File: config.mk
export PLATFORM = sky130hd
export DESIGN_NAME = pc_flags_unit
export DESIGN_NICKNAME = d
export VERILOG_FILES = /design/src/rtl/pc_flags_unit.sv
export SDC_FILE = /design/constraint.sdc
export NUM_CORES = 1
export LEC_CHECK = 0
export BUFFER_PORTS_ARGS = -buffer_cell sky130_fd_sc_hd__buf_2
export CORE_ASPECT_RATIO = 2
export CORE_MARGIN = 2
export CORE_UTILIZATION = 35
export CTS_BUF_LIST = sky130_fd_sc_hd__clkbuf_8
export CTS_CLUSTER_SIZE = 25
export DETAILED_ROUTE_END_ITERATION = 10
export SLEW_MARGIN = 40
export SYNTH_ARGS = -nofsm -noshare
export SYNTH_HDL_FRONTEND = slang
export SYNTH_SLANG_ARGS = --single-unit
File: constraint.sdc
create_clock -name clk -period 4.25 [get_ports clk]
set_input_delay 1.275 -clock clk [delete_from_list [all_inputs] [get_ports clk]]
set_output_delay 1.275 -clock clk [all_outputs]
set_load 0.1 [all_outputs]
File: src/rtl/pc_flags_unit.sv
// Program counter and processor status register, fed by the ALU flags.
// Computes the next PC and the condition result, and raises a one-cycle fetch flush after a taken branch.
module pc_flags_unit #(
    parameter int               WIDTH    = 16,
    parameter logic [WIDTH-1:0] RESET_PC = {WIDTH{1'b0}}
) (
    input  logic             clk,
    input  logic             reset,
    input  logic [4:0]       alu_psr,
    input  logic [4:0]       flag_mask,
    input  logic             pc_en,
    input  logic             br_valid,
    input  logic             br_abs,
    input  logic [3:0]       cond,
    input  logic [7:0]       disp,
    input  logic [WIDTH-1:0] rtarget,
    input  logic             link,
    output logic [WIDTH-1:0] pc,
    output logic [4:0]       psr,
    output logic             cond_true,
    output logic             taken,
    output logic             flush,
    output logic [WIDTH-1:0] link_addr
);

    localparam logic [WIDTH-1:0] PC_ONE = {{(WIDTH-1){1'b0}}, 1'b1};

    // Flag positions inside the PSR: {N,Z,L,F,C}
    localparam int FLAG_C = 0;
    localparam int FLAG_F = 1;
    localparam int FLAG_L = 2;
    localparam int FLAG_Z = 3;
    localparam int FLAG_N = 4;

    logic [WIDTH-1:0] pc_r;
    logic [4:0]       psr_r;
    logic             flush_r;
    logic [WIDTH-1:0] link_addr_r;
    logic [WIDTH-1:0] pc_next_s;
    logic [WIDTH-1:0] disp_ext_s;
    logic             cond_true_s;
    logic             taken_s;

    function automatic logic cond_eval(input logic [3:0] c, input logic [4:0] f);
        logic r;
        case (c)
            4'b0000: r = f[FLAG_Z];
            4'b0001: r = ~f[FLAG_Z];
            4'b0010: r = f[FLAG_C];
            4'b0011: r = ~f[FLAG_C];
            4'b0100: r = f[FLAG_L];
            4'b0101: r = ~f[FLAG_L];
            4'b0110: r = f[FLAG_N];
            4'b0111: r = ~f[FLAG_N];
            4'b1000: r = f[FLAG_F];
            4'b1001: r = ~f[FLAG_F];
            4'b1010: r = ~f[FLAG_L] & ~f[FLAG_Z];
            4'b1011: r = f[FLAG_L] | f[FLAG_Z];
            4'b1100: r = ~f[FLAG_N] & ~f[FLAG_Z];
            4'b1101: r = f[FLAG_N] | f[FLAG_Z];
            4'b1110: r = 1'b1;
            default: r = 1'b0;
        endcase
        return r;
    endfunction

    // Condition decode is on the stored flags, so a same-cycle flag write is seen one cycle later.
    assign cond_true_s = cond_eval(cond, psr_r);
    assign taken_s     = br_valid & pc_en & cond_true_s;
    assign disp_ext_s  = {{(WIDTH-8){disp[7]}}, disp};

    // Next-PC selection: stall, relative branch, absolute jump or sequential.
    always_comb begin
        pc_next_s = pc_r;
        if (!pc_en) begin
            pc_next_s = pc_r;
        end else if (taken_s && !br_abs) begin
            pc_next_s = pc_r + disp_ext_s;
        end else if (taken_s && br_abs) begin
            pc_next_s = rtarget;
        end else begin
            pc_next_s = pc_r + PC_ONE;
        end
    end

    // State registers: PC, masked PSR write, flush and return address.
    always_ff @(posedge clk) begin
        if (reset) begin
            pc_r        <= RESET_PC;
            psr_r       <= 5'b00000;
            flush_r     <= 1'b0;
            link_addr_r <= {WIDTH{1'b0}};
        end else begin
            pc_r    <= pc_next_s;
            psr_r   <= (psr_r & ~flag_mask) | (alu_psr & flag_mask);
            flush_r <= taken_s;
            if (taken_s && br_abs && link) begin
                link_addr_r <= pc_r + PC_ONE;
            end else begin
                link_addr_r <= link_addr_r;
            end
        end
    end

    assign pc        = pc_r;
    assign psr       = psr_r;
    assign flush     = flush_r;
    assign link_addr = link_addr_r;
    assign cond_true = cond_true_s;
    assign taken     = taken_s;

endmodule

# After elaboration in Yosys (flattened, before gate mapping)
# Cells that the tools add are included.
# Widths: inputs -> output; s select.
# word_totals
register_bits,38
output_inout_bits,40
elab_cells,43
# op_classes
add_sub_neg,2
n_eq_ne,14
n_mux,3
n_bitwise,15
reduce_logical,5
# op_table
operator,n
$mux 16,2
$eq 4x4->1 const B,7
$add 16x1->16 const B,1
$add 16x16->16,1
$eq 4x3->1 const B,4
$pmux 1 s15,1
$and 5x5->5,2
$eq 4x2->1 const B,2
$not 1->1,5
$not 5->5,1
$or 5x5->5,1
$and 1x1->1,4
$eq 4x1->1 const B,1
$logic_not 4->1,1
$logic_and 1x1->1,3
$or 1x1->1,2
$logic_not 1->1,1

# Logic depth before layout (Yosys ltp)
# logic_depth
ltp_word,7
mapped_depth,10
mapped_depth_nobuf,10

# Least setup slack after synthesis
# Ideal clock, no wire load.
# synth_path
kind,in2out
from,input cond[0]
to,output taken
t_arrival_ns,3.123
t_required_ns,2.975
slack_ns,-0.148
stages,7
n_path_buf,1
path_cell_list,buf_4 > nand2b_1 > o21a_1 > mux4_2 > a21boi_2 > nand2_1 > inv_1
# synth_between
elab_chain_len,3
word_cells_on_any_way,17
classes_between,eq/ne: 14; mux: 1; bitwise: 1; reduce/logical: 1
# synth_rtl
item,line_no,source
from (decl),14,"input logic [3:0] cond,"
"$eq 4x4->1, or another cell as far along",46,case (c)
$pmux 1 s15 (*),46,
$and 1x1->1 (*),69,assign taken_s = br_valid & pc_en & cond_true_s;
to (decl),21,"output logic taken,"
# Every way passes the cells marked *; elsewhere a longest branch is shown, timed or not.

# Worst setup path after layout
# layout_path
from,input cond[1]
to,output taken
# Same word-level chain as after synthesis.

==> flow_summary.json <==
{
  "fmax_mhz": 240,
  "finalCriticalPeriod_ns": 4.17,
  "cp_data_required_time_ns": 2.97,
  "cts_root_buf": "clkbuf_8",
  "layout_commonest_cell": "buf_2",
  "grt_max_degree": 40,
  "vdd_ir_drop_max_mv": 0.123,
  "tns_ns": 0,
  "rsz0062_at_grt": "no",
  "synth.distinct_cells": 50,
  "critPathLaunchType": "input port",
  "synth.yosys.seq_area_share": 0.268,
  "cts_hold_buf": 0,
  "worst_slack_ns": 0.0815,
  "drcViolationCount": 0,
  "synthArstFlopShare": 0,
  "first_iter_violations": 93,
  "synthFlopType": "dfxtp_1",
  "initial_core_util": 0.360,
  "cts_sinks": 38,
  "clockBufferDepth": 2,
  "period_share": 0.981,
  "pre_cts_ws_ns": 0.0194,
  "rows": 46,
  "drt-total-wl_mm": 7.69,
  "report.power.total_mw": 1.06,
  "fp.dieArea_mm2": 0.00888,
  "setup_violations": 0,
  "syn_area_mm2": 0.00284,
  "die_h_um": 131,
  "wl_met2_mm": 4.19,
  "numPortBuffers": 83,
  "cts-buffers-inserted": 5,
  "ys_ff_latch": 38,
  "fillers": 832,
  "grt_pass1_vias": 2706,
  "path_max_fanout": 8,
  "avgSynthCellArea_um2": 8.10,
  "min_path_type": "register to register",
  "max-cap-violations": 0,
  "clock_latency_ns": 0.29,
  "hold_viol": 0,
  "power_density_mw_per_mm2": 310,
  "coreArea_mm2": 0.00789,
  "dieWidth_um": 67.6,
  "report.final.slew_viol_count": 0,
  "layout_common_cells": "buf_2, nor2_1, dfxtp_1, a211oi_1",
  "synth_warnings": 0,
  "synthToLayoutAreaGrowth_pct": 21.0,
  "grt_antenna_before_repair": 0,
  "first_pass_iters": 4,
  "status": "completed",
  "io_pins": 84,
  "tightestPinTransition_ns": 0.716,
  "grt_pass1_wl_mm": 12.6,
  "critical_path_class": "input port to output pin",
  "track_usage": 0.181,
  "syn_nets": 411,
  "cts_tree": "yes",
  "gp_congestion": 0.824,
  "wl_met3_um": 308,
  "arrival_ns": 2.89,
  "synthCells": 350,
  "p_leak_nw": 1.52,
  "avgRoutedWirePerCell_um": 14.7,
  "grt_overflow": 0,
  "clk_pin_slew_worst_paths_ns": 0.07,
  "top_layer": "met4",
  "synth_edf_count": 0,
  "dp_hpwl_mm": 6.06,
  "via_count": 2810,
  "nNetsFinal": 488,
  "n_antenna_cell": 0,
  "slew_headroom": 0.523,
  "drive_gt1_frac": 0.239,
  "viasPerCell": 5.37,
  "fin_skew_ns": 0.00364,
  "critPathCaptureType": "output pin",
  "drt-met1-wl_mm": 3.06,
  "cts_htree_levels": 2,
  "ant_nets": 0
}
what timing repair did:
action,in CTS,in global routing
buffers inserted,0,0
gates resized for setup,0,1
setup endpoints to repair,0,1
path summary, 6_finish.rpt:
| check | cells past startpoint | startpoint | slack, ns | end |
|---|---|---|---|---|
| worst max-delay path | 8 | cond[1] | 0.08 | taken |
| worst min-delay path | 2 | link_addr[0] | 0.50 | link_addr[0] |
| worst max register to register | 10 | pc[0] | 1.30 | pc[14] |
| worst min register to register | 2 | link_addr[0] | 0.50 | link_addr[0] |
area by class of cell:
cell class	count	area (um2)	area share
multi-input cells	281	1940	0.565
flip-flops and latches	38	761	0.222
repair buffers	87	475	0.139
well taps	96	120	0.0350
clock buffers	5	68.8	0.0201
inverters	14	56.3	0.0164
clock inverters	2	10.0	0.00292
through the flow:
step | hold WS, ns | instance area (um2) | cells | util
6_report | 0.496 | 3430 | 523 | 0.435
5_1_grt | 0.520 | 3430 | 523 | 0.435
2_1_floorplan | 0.931 | 2840 | 350 | -
4_1_cts | 0.502 | 3430 | 523 | 0.435
3_3_place_gp | 0.472 | 3350 | 516 | 0.425
3_5_place_dp | 0.484 | 3350 | 516 | 0.425
worst max-delay path: stages:
cell and delay [ns]:
buf_2 0.15, nand2b_4 0.16, o21a_1 0.16, mux4_2 0.51
a21boi_2 0.23, nand2_2 0.13, clkinvlp_4 0.11, buf_12 0.17
where the power goes:
group / total, mW / switching (mW) / internal (mW)
registers: 0.402 / 0.0279 / 0.374
clock network: 0.238 / 0.128 / 0.110
logic: 0.423 / 0.291 / 0.132
total: 1.06 / 0.448 / 0.616
logic make-up after synthesis:
kind of cell	after synthesis	synth area share
AO/OA/AOI/OAI	104	0.253
XOR/XNOR	23	0.0710
adder cells (fa/ha/maj)	17	0.0777
buffers and inverters	31	0.0485
flip-flops	38	0.268
multiplexers	15	0.0627
AND/OR/NAND/NOR	122	0.219
routing by layer:
metal / up-vias / GRT usage
met5: - / 0
met1: 1285 / 0.205
met3: 7 / 0.0265
li1: 1454 / -
met2: 64 / 0.325
met4: 0 / 0.0692
cells in the mapped netlist, types with 2 or more instances:
cell type / n / area [um2]
nor4b_1: 3 / 26.3
o31a_1: 2 / 17.5
o41ai_1: 2 / 17.5
xor2_1: 10 / 87.6
o311ai_0: 4 / 35.0
nor2_1: 43 / 161
nor3_1: 11 / 55.1
ha_1: 16 / 200
o211ai_1: 9 / 67.6
mux2_2: 2 / 22.5
a2bb2oi_1: 2 / 17.5
and3_1: 3 / 18.8
a21o_1: 6 / 45.0
mux4_2: 2 / 45.0
o31ai_1: 4 / 30.0
o21bai_1: 3 / 22.5
nor3b_1: 2 / 15.0
o21a_1: 6 / 45.0
nand4_1: 3 / 18.8
a211oi_1: 20 / 150
dfxtp_1: 38 / 761
nor2b_1: 6 / 37.5
buf_4: 5 / 37.5
xnor2_1: 13 / 114
mux2i_1: 11 / 110
nor4_1: 2 / 12.5
and4_1: 3 / 26.3
buf_2: 2 / 10.0
o211a_1: 2 / 20.0
nand2_1: 19 / 71.3
nand3_1: 8 / 40.0
a31oi_1: 3 / 18.8
a21oi_1: 18 / 90.1
clkbuf_1: 9 / 33.8
inv_1: 14 / 52.6
o21ai_0: 17 / 85.1
or4_1: 2 / 15.0
nand3b_1: 3 / 22.5
nand2b_1: 11 / 68.8
Note: power is estimated with default switching activity, not from simulation.
